[src/rtl/plusarg_watchdog_pkg.sv]
// Shared types for the plusarg-driven run watchdog: controller states and failure codes.
package plusarg_watchdog_pkg;

  typedef enum logic [1:0] {
    StSettle = 2'd0,
    StRun    = 2'd1,
    StPass   = 2'd2,
    StFail   = 2'd3
  } wd_state_e;

  localparam logic [1:0] FC_NONE  = 2'b00;
  localparam logic [1:0] FC_TOTAL = 2'b01;
  localparam logic [1:0] FC_STALL = 2'b10;
  localparam logic [1:0] FC_BOTH  = 2'b11;

endpackage

[src/rtl/plusarg_watchdog_ctrl_counter.sv]
// Saturating up-counter with synchronous clear and a flag that goes high when the
// post-update value equals a non-zero limit.
module wd_sat_counter #(
  parameter int unsigned CNT_W = 32
) (
  input  logic             clk_i,
  input  logic             rst_i,
  input  logic             clr_i,
  input  logic             en_i,
  input  logic [CNT_W-1:0] limit_i,
  output logic [CNT_W-1:0] count_o,
  output logic             hit_o
);

  logic [CNT_W-1:0] count_q, count_d;

  always_comb begin
    count_d = count_q;
    if (clr_i) begin
      count_d = '0;
    end else if (en_i && (count_q != '1)) begin
      count_d = count_q + CNT_W'(1);
    end
  end

  always_ff @(posedge clk_i or posedge rst_i) begin
    if (rst_i) begin
      count_q <= '0;
    end else begin
      count_q <= count_d;
    end
  end

  assign count_o = count_q;
  // A limit of zero means "disabled"; a clear cycle can never be a hit.
  assign hit_o   = en_i && !clr_i && (limit_i != '0) && (count_d == limit_i);

endmodule

[src/rtl/plusarg_watchdog_ctrl.sv]
// Run controller: waits out a settle window, latches the plusarg limits, then watches
// total run length and progress stalls, ending in a sticky PASS or FAIL.
module plusarg_watchdog_ctrl
  import plusarg_watchdog_pkg::*;
#(
  parameter int unsigned CNT_W         = 32,
  parameter int unsigned SETTLE_CYCLES = 4,
  parameter int unsigned PROG_W        = 1
) (
  input  logic              clock,
  input  logic              reset,
  input  logic [CNT_W-1:0]  cfg_max_cycles,
  input  logic [CNT_W-1:0]  cfg_stall_cycles,
  input  logic [PROG_W-1:0] progress,
  input  logic              done,
  output logic              running,
  output logic              pass,
  output logic              fail,
  output logic [1:0]        fail_code,
  output logic [CNT_W-1:0]  cycle_count
);

  localparam int unsigned SW = (SETTLE_CYCLES > 1) ? $clog2(SETTLE_CYCLES) : 1;

  wd_state_e        state_q;
  logic [SW-1:0]    settle_q;
  logic [CNT_W-1:0] lim_total_q, lim_stall_q;
  logic [CNT_W-1:0] stall_count;
  logic             run_en, any_prog, total_hit, stall_hit;

  assign run_en   = (state_q == StRun);
  assign any_prog = |progress;

  wd_sat_counter #(.CNT_W(CNT_W)) u_total_cnt (
    .clk_i   (clock),
    .rst_i   (reset),
    .clr_i   (1'b0),
    .en_i    (run_en),
    .limit_i (lim_total_q),
    .count_o (cycle_count),
    .hit_o   (total_hit)
  );

  wd_sat_counter #(.CNT_W(CNT_W)) u_stall_cnt (
    .clk_i   (clock),
    .rst_i   (reset),
    .clr_i   (run_en && any_prog),
    .en_i    (run_en),
    .limit_i (lim_stall_q),
    .count_o (stall_count),
    .hit_o   (stall_hit)
  );

  always_ff @(posedge clock or posedge reset) begin
    if (reset) begin
      state_q     <= StSettle;
      settle_q    <= '0;
      lim_total_q <= '0;
      lim_stall_q <= '0;
      running     <= 1'b0;
      pass        <= 1'b0;
      fail        <= 1'b0;
      fail_code   <= FC_NONE;
    end else begin
      unique case (state_q)
        StSettle: begin
          // Limits are sampled once, after plusarg_reader values have resolved.
          if (settle_q == SW'(SETTLE_CYCLES - 1)) begin
            lim_total_q <= cfg_max_cycles;
            lim_stall_q <= cfg_stall_cycles;
            running     <= 1'b1;
            state_q     <= StRun;
          end else begin
            settle_q <= settle_q + SW'(1);
          end
        end
        StRun: begin
          if (done) begin
            running <= 1'b0;
            pass    <= 1'b1;
            state_q <= StPass;
          end else if (total_hit || stall_hit) begin
            running   <= 1'b0;
            fail      <= 1'b1;
            fail_code <= total_hit ? (stall_hit ? FC_BOTH : FC_TOTAL) : FC_STALL;
            state_q   <= StFail;
          end
        end
        default: ;
      endcase
    end
  end

  logic unused_stall;
  assign unused_stall = ^stall_count;

endmodule

[config.mk]
export PLATFORM = sky130hd
export DESIGN_NAME = plusarg_watchdog_ctrl
export DESIGN_NICKNAME = d
export VERILOG_FILES = /design/src/rtl/plusarg_watchdog_pkg.sv /design/src/rtl/plusarg_watchdog_ctrl_counter.sv /design/src/rtl/plusarg_watchdog_ctrl.sv
export SDC_FILE = /design/constraint.sdc
export NUM_CORES = 1
export LEC_CHECK = 0
export ABC_AREA = 0
export CORE_ASPECT_RATIO = 1.5
export CORE_MARGIN = 2
export CORE_UTILIZATION = 50
export CTS_CLUSTER_DIAMETER = 30
export DETAILED_ROUTE_END_ITERATION = 8
export PLACE_DENSITY = 0.73
export SLEW_MARGIN = 20
export SYNTH_ARGS = -nofsm -noshare
export SYNTH_HDL_FRONTEND = slang
export SYNTH_SLANG_ARGS = --single-unit
export TNS_END_PERCENT = 100
[constraint.sdc]
create_clock -name clock -period 6.4 [get_ports clock]
set_clock_uncertainty 0.15 [all_clocks]
set_input_delay 1.6 -clock clock [delete_from_list [all_inputs] [get_ports clock]]
set_output_delay 1.6 -clock clock [all_outputs]
set_load 0.02 [all_outputs]
Word level (Yosys, flattened, before mapping)
Index checks and enable logic that the tools add are counted.
W data, S select, Z words.
{"block": "word_totals", "output_inout_bits": 37, "regBits": 137, "word_cells": 55, "input_bits": 68}
{"block": "classes", "eq_ne": 8, "n_reduce_logical": 19, "bitwise": 2, "mux": 13, "add_sub_neg": 3}
{"operator": "$mux W32", "n": 3}
{"operator": "$add A32 B1 Y32 const B", "n": 2}
{"operator": "$eq A32 B32 Y1", "n": 2}
{"operator": "$ne A32 B32 Y1 const B", "n": 2}
{"operator": "$reduce_bool A32 Y1", "n": 2}
{"operator": "$mux W2", "n": 5}
{"operator": "$logic_and A1 B1 Y1", "n": 8}
{"operator": "$reduce_and A2 Y1", "n": 3}
{"operator": "$reduce_and A3 Y1", "n": 2}
{"operator": "$pmux W2 S2", "n": 1}
{"operator": "$mux W1", "n": 3}
{"operator": "$ne A3 B2 Y1 const B", "n": 1}
{"operator": "$add A2 B1 Y2 const B", "n": 1}
{"operator": "$eq A2 B1 Y1 const B", "n": 1}
{"operator": "$eq A2 B2 Y1 const B", "n": 1}
{"operator": "$logic_not A2 Y1", "n": 1}
{"operator": "$ne A2 B2 Y1 const B", "n": 1}
{"operator": "$not A1 Y1", "n": 2}
{"operator": "$pmux W1 S2", "n": 1}
{"operator": "$reduce_bool A2 Y1", "n": 1}
{"operator": "$logic_not A1 Y1", "n": 1}
{"operator": "$logic_or A1 B1 Y1", "n": 1}

Longest topological paths before layout
{"block": "depth", "word_depth": 10, "ltp_mapped": 13, "depth_no_buf": 11}

Modules after synthesis
Synthesis repeated with hierarchy kept, for this count alone.
{"block": "unflattened", "hier_cells": 776, "area_unflattened_um2": 7963.9}
{"module": "wd_sat_counter", "seq_area_each_um2": 800.8, "instances": 2, "area_each_um2": 2581.2, "cells_each": 303}
{"module": "plusarg_watchdog_ctrl", "seq_area_each_um2": 1826.8, "instances": 1, "area_each_um2": 2801.4, "cells_each": 170}

Least setup slack after synthesis
Ideal clock, no wire load.
{"block": "synth_path", "path_type": "input-to-reg", "from": "input progress", "to": "register fail_code[0]", "required_time_ps": 6129, "arrival_time_ps": 3903, "path_buffers": 0, "cell_stages": 10, "slack_ps": 2226, "setup_time_ps": 121, "path_cell_list": "or3b_2 -> nor2_1 -> a311oi_1 -> a2111o_1 -> a311o_1 -> a211o_1 -> nor4_1 -> and4b_1 -> nand3_1 -> a22o_1"}
{"block": "synth_between", "elab_chain_len": 7, "elab_cells_between_ends": 9, "classes_between": "1 x eq/ne; 1 x mux; 7 x reduce/logical"}
{"element": "start: declaration", "line_no": "plusarg_watchdog_ctrl.sv:14", "source": "input logic [PROG_W-1:0] progress,"}
{"element": "$logic_and A1 B1 Y1 (*)", "line_no": "plusarg_watchdog_ctrl.sv:47", "source": ".clr_i (run_en && any_prog),"}
{"element": "parallel branches: the longest is 3 deep, another holds $mux W32"}
{"element": "$logic_and A1 B1 Y1 (*)", "line_no": "plusarg_watchdog_ctrl_counter.sv:36", "source": "assign hit_o = en_i && !clr_i && (limit_i != '0) && (count_d == limit_i);"}
{"element": "$logic_or A1 B1 Y1 (*)", "line_no": "plusarg_watchdog_ctrl.sv:82", "source": "end else if (total_hit || stall_hit) begin"}
{"element": "$reduce_and A3 Y1 (no source line) (*)"}
{"element": "end signal: assignment", "line_no": "plusarg_watchdog_ctrl.sv:85", "source": "fail_code <= total_hit ? (stall_hit ? FC_BOTH : FC_TOTAL) : FC_STALL;"}
{"element": "end: declaration", "line_no": "plusarg_watchdog_ctrl.sv:19", "source": "output logic [1:0] fail_code,"}
Mark *: on every way between the ends.
A chain may end at the register's enable or synchronous reset.

Worst setup path after layout
Ends and elaborated chain as after synthesis.

==> results.json <==
{
  "ant_nets": 0,
  "synthXorXnorAreaFrac_pct": 6.57,
  "cts.htree.levels": 4,
  "dr.first_iter.drc_count": 579,
  "setup_viol": 0,
  "p_comb_share_pct": 17.7,
  "totalWireLength_um": 30900,
  "synth_compound_area_share_pct": 16.9,
  "syn-cell-area_mm2": 0.00861,
  "drive_above_1_share_pct": 11.2,
  "initial_core_util_pct": 51.2,
  "grt_antenna_before_repair": 0,
  "nets": 1094,
  "clkPwrFrac_pct": 40.3,
  "insertion_delay_ns": 0.44,
  "powerDensity_mw_per_mm2": 261,
  "yosys.area_share.adder_pct": 0.436,
  "post-route-period-util_pct": 73.4,
  "drc": 0,
  "rsz0062_at_grt": "false",
  "firstDrtPassIters": 6,
  "ctsHoldBuffers": 0,
  "synth_top_area_share_pct": 39.8,
  "min_path_type": "reg2reg",
  "syn_inst": 942,
  "final-hold-violation-count": 0,
  "async_reset_ff_share_pct": 100,
  "syn2layout_area_growth_pct": 21.2,
  "place.gp.congestion": 1.02,
  "final_common_cell": "dfrtp_1",
  "tns_ns": 0,
  "synth-seq-area-share_pct": 39.8,
  "critPathArrivalTime_ns": 4.87,
  "grt_overflow": 0,
  "synth_top_family_by_area": "simple AND/OR/NAND/NOR gates",
  "grt_pass1_wl_um": 47600,
  "critPathRequiredTime_ns": 6.58,
  "die_w_um": 111,
  "yosysWarnings": 0,
  "leakage_uw": 0.00429,
  "synth.distinct_cells": 83,
  "via_per_inst": 6.67,
  "p_int_uw": 1860,
  "utilization_pct": 62.0,
  "dieArea_mm2": 0.0183,
  "ys.flop_type": "dfrtp_1",
  "io_buffers": 104,
  "fp-row-count": 58,
  "grt_max_degree": 109,
  "drv_slew": 0,
  "crit_type": "in2reg",
  "tightest_slew_ns": 1.04,
  "cts_resized": 0,
  "p_sw_uw": 856,
  "avgRoutedWirePerCell_um": 24.8,
  "clock_path_buffers": 2,
  "pwr-share-seq_pct": 42.1,
  "cts_tree": "done",
  "yosys.area_share.simple_pct": 25.5,
  "hpwl_um": 23100,
  "post_cts_buffers": 0,
  "synthMuxAreaShare_pct": 6.73,
  "vias": 8298,
  "num_antenna_cells": 0,
  "io_pins": 105,
  "synth_largest_area_cell": "dfrtp_1",
  "cts_sinks": 137,
  "die_y_um": 165,
  "drv_cap": 0,
  "critPathCaptureType": "register",
  "cts_made_buffers": 17,
  "ys_top_cells_by_area": "dfrtp_1 40%, mux2_2 6.1%, xnor2_1 3.7%",
  "synth_edf_count": 0,
  "syn_area_per_cell_um2": 9.14,
  "layout_common_cells": "137 x dfrtp_1, 104 x clkdlybuf4s50_1, 74 x nand2_1, 61 x nor2_1, 50 x o21ai_0",
  "post-route-min-period_ns": 4.70,
  "grt_pass1_vias": 8329,
  "outcome": "completed",
  "vdd_drop_max_mv": 0.262,
  "syn_nets": 1013,
  "relSlewSlack_pct": 29.8,
  "core_region_area_mm2": 0.0168,
  "clock.fmax_ghz": 0.213,
  "crit_fanout": 12,
  "cts_root_buf": "clkbuf_16",
  "startpoint_type": "input pin",
  "sw_frac_of_total_pct": 31.5,
  "grtUsageTotal_pct": 34.1,
  "clk_pin_slew_ns": 0.06,
  "synth.ff_latch_count": 137
}
-- layer usage --
layer	vias to the layer above	GRT usage [%]	wire, um
met2	423	60.6	15800
met5	-	0	0
met1	4003	35.6	10800
met3	150	5.32	1760
met4	0	27.8	2640
li1	3722	-	-
-- critical path, cell delays in order --
cell and delay (ns):
clkdlybuf4s50_1 0.41, or3b_2 0.65, nor2_1 0.16, a311oi_1 0.11, a2111o_1 0.43, a311o_1 0.32, a211o_1 0.29, nor4_1 0.22
and4b_1 0.29, nand3_1 0.14, a22o_1 0.25
-- stage by stage --
step | instance area, um^2 | power, uW | instances | hold WS, ns | setup slack (ns)
detailed placement | 9800 | 1630 | 1214 | 0.321 | 1.34
CTS | 10400 | 2710 | 1245 | 0.334 | 1.76
global route | 10400 | 2810 | 1245 | 0.347 | 1.49
finish | 10400 | 2720 | 1245 | 0.329 | 1.70
global placement | 9800 | 1620 | 1214 | 0.321 | 1.36
floorplan | 8610 | 1410 | 942 | 0.298 | 0.982
-- power by group through the flow --
| stage | Sequential [uW] | Combinational (uW) | Clock (uW) |
|---|---|---|---|
| floorplan | 1080 | 328 | 0 |
| global placement | 1150 | 466 | 0 |
| detailed placement | 1150 | 473 | 0 |
| CTS | 1140 | 476 | 1100 |
| global route | 1160 | 519 | 1130 |
| finish | 1140 | 480 | 1100 |
-- final cells by class --
class,instances,area [um^2]
Timing Repair Buffer,117,1140
Clock buffer,17,425
Clock inverter,14,211
Sequential cell,137,3430
Multi-Input combinational cell,716,4840
Inverter,34,133
Fill cell,1486,6400
Tap cell,210,263
-- final timing paths --
kind / startpoint / to / slack (ns) / cells after the start
max reg2reg: u_total_cnt.count_o[24]$_DFF_PP0_ / fail_code[1]$_DFFE_PP0P_ / 1.72 / 11
min reg2reg: settle_q[0]$_DFFE_PP0P_ / settle_q[0]$_DFFE_PP0P_ / 0.33 / 1
max: progress / fail_code[0]$_DFFE_PP0P_ / 1.70 / 11
min in group asynchronous: reset / lim_total_q[6]$_DFFE_PP0P_ / 1.58 / 2
max in group asynchronous: reset / lim_total_q[12]$_DFFE_PP0P_ / 3.57 / 3
min: settle_q[0]$_DFFE_PP0P_ / settle_q[0]$_DFFE_PP0P_ / 0.33 / 1
-- sequential cells by signal, summed over array words and instances, names as in the netlist --
| name | flops |
|---|---|
| state_q | 2 |
| fail | 1 |
| lim_total_q | 32 |
| lim_stall_q | 32 |
| running | 1 |
| settle_q | 2 |
| pass | 1 |
| fail_code | 2 |
| u_total_cnt.count_o | 32 |
| u_stall_cnt.count_o | 32 |
-- synthesized netlist by cell type (4+ instances only) --
cell       number
buf_1           6
inv_1          34
a2bb2oi_1       4
nand2_1        74
or4_1          11
a22oi_1         5
nor3b_1         6
and3_1         21
o21ai_0        50
o22ai_1         5
a22o_1          4
xor2_1         26
a211oi_1        5
mux2i_1         5
a21o_1          4
a21oi_1        35
a32oi_1         4
a41oi_1         4
nand4_1        36
buf_2          10
a31oi_1        16
nor3_1         24
nor2b_1        10
or3_1           6
a31o_2          5
xnor2_1        36
and2_1         10
a311oi_1        5
nand2b_1       13
nor4_1         38
nand3_1        39
clkbuf_1       37
nand3b_1        5
dfrtp_1       137
mux2_2         47
and4_1         13
o211ai_1        5
nor2_1         61
o31ai_1        10
-- cell families (layout without fill, tap and decap cells) --
family	count (synthesis)	count (layout)
fa+ha+maj	3	3
mux	52	52
buf+inv	89	182
compound gates	207	207
flops	137	137
simple gates	391	391
xor+xnor	63	63
(Power assumes the default switching activity.)
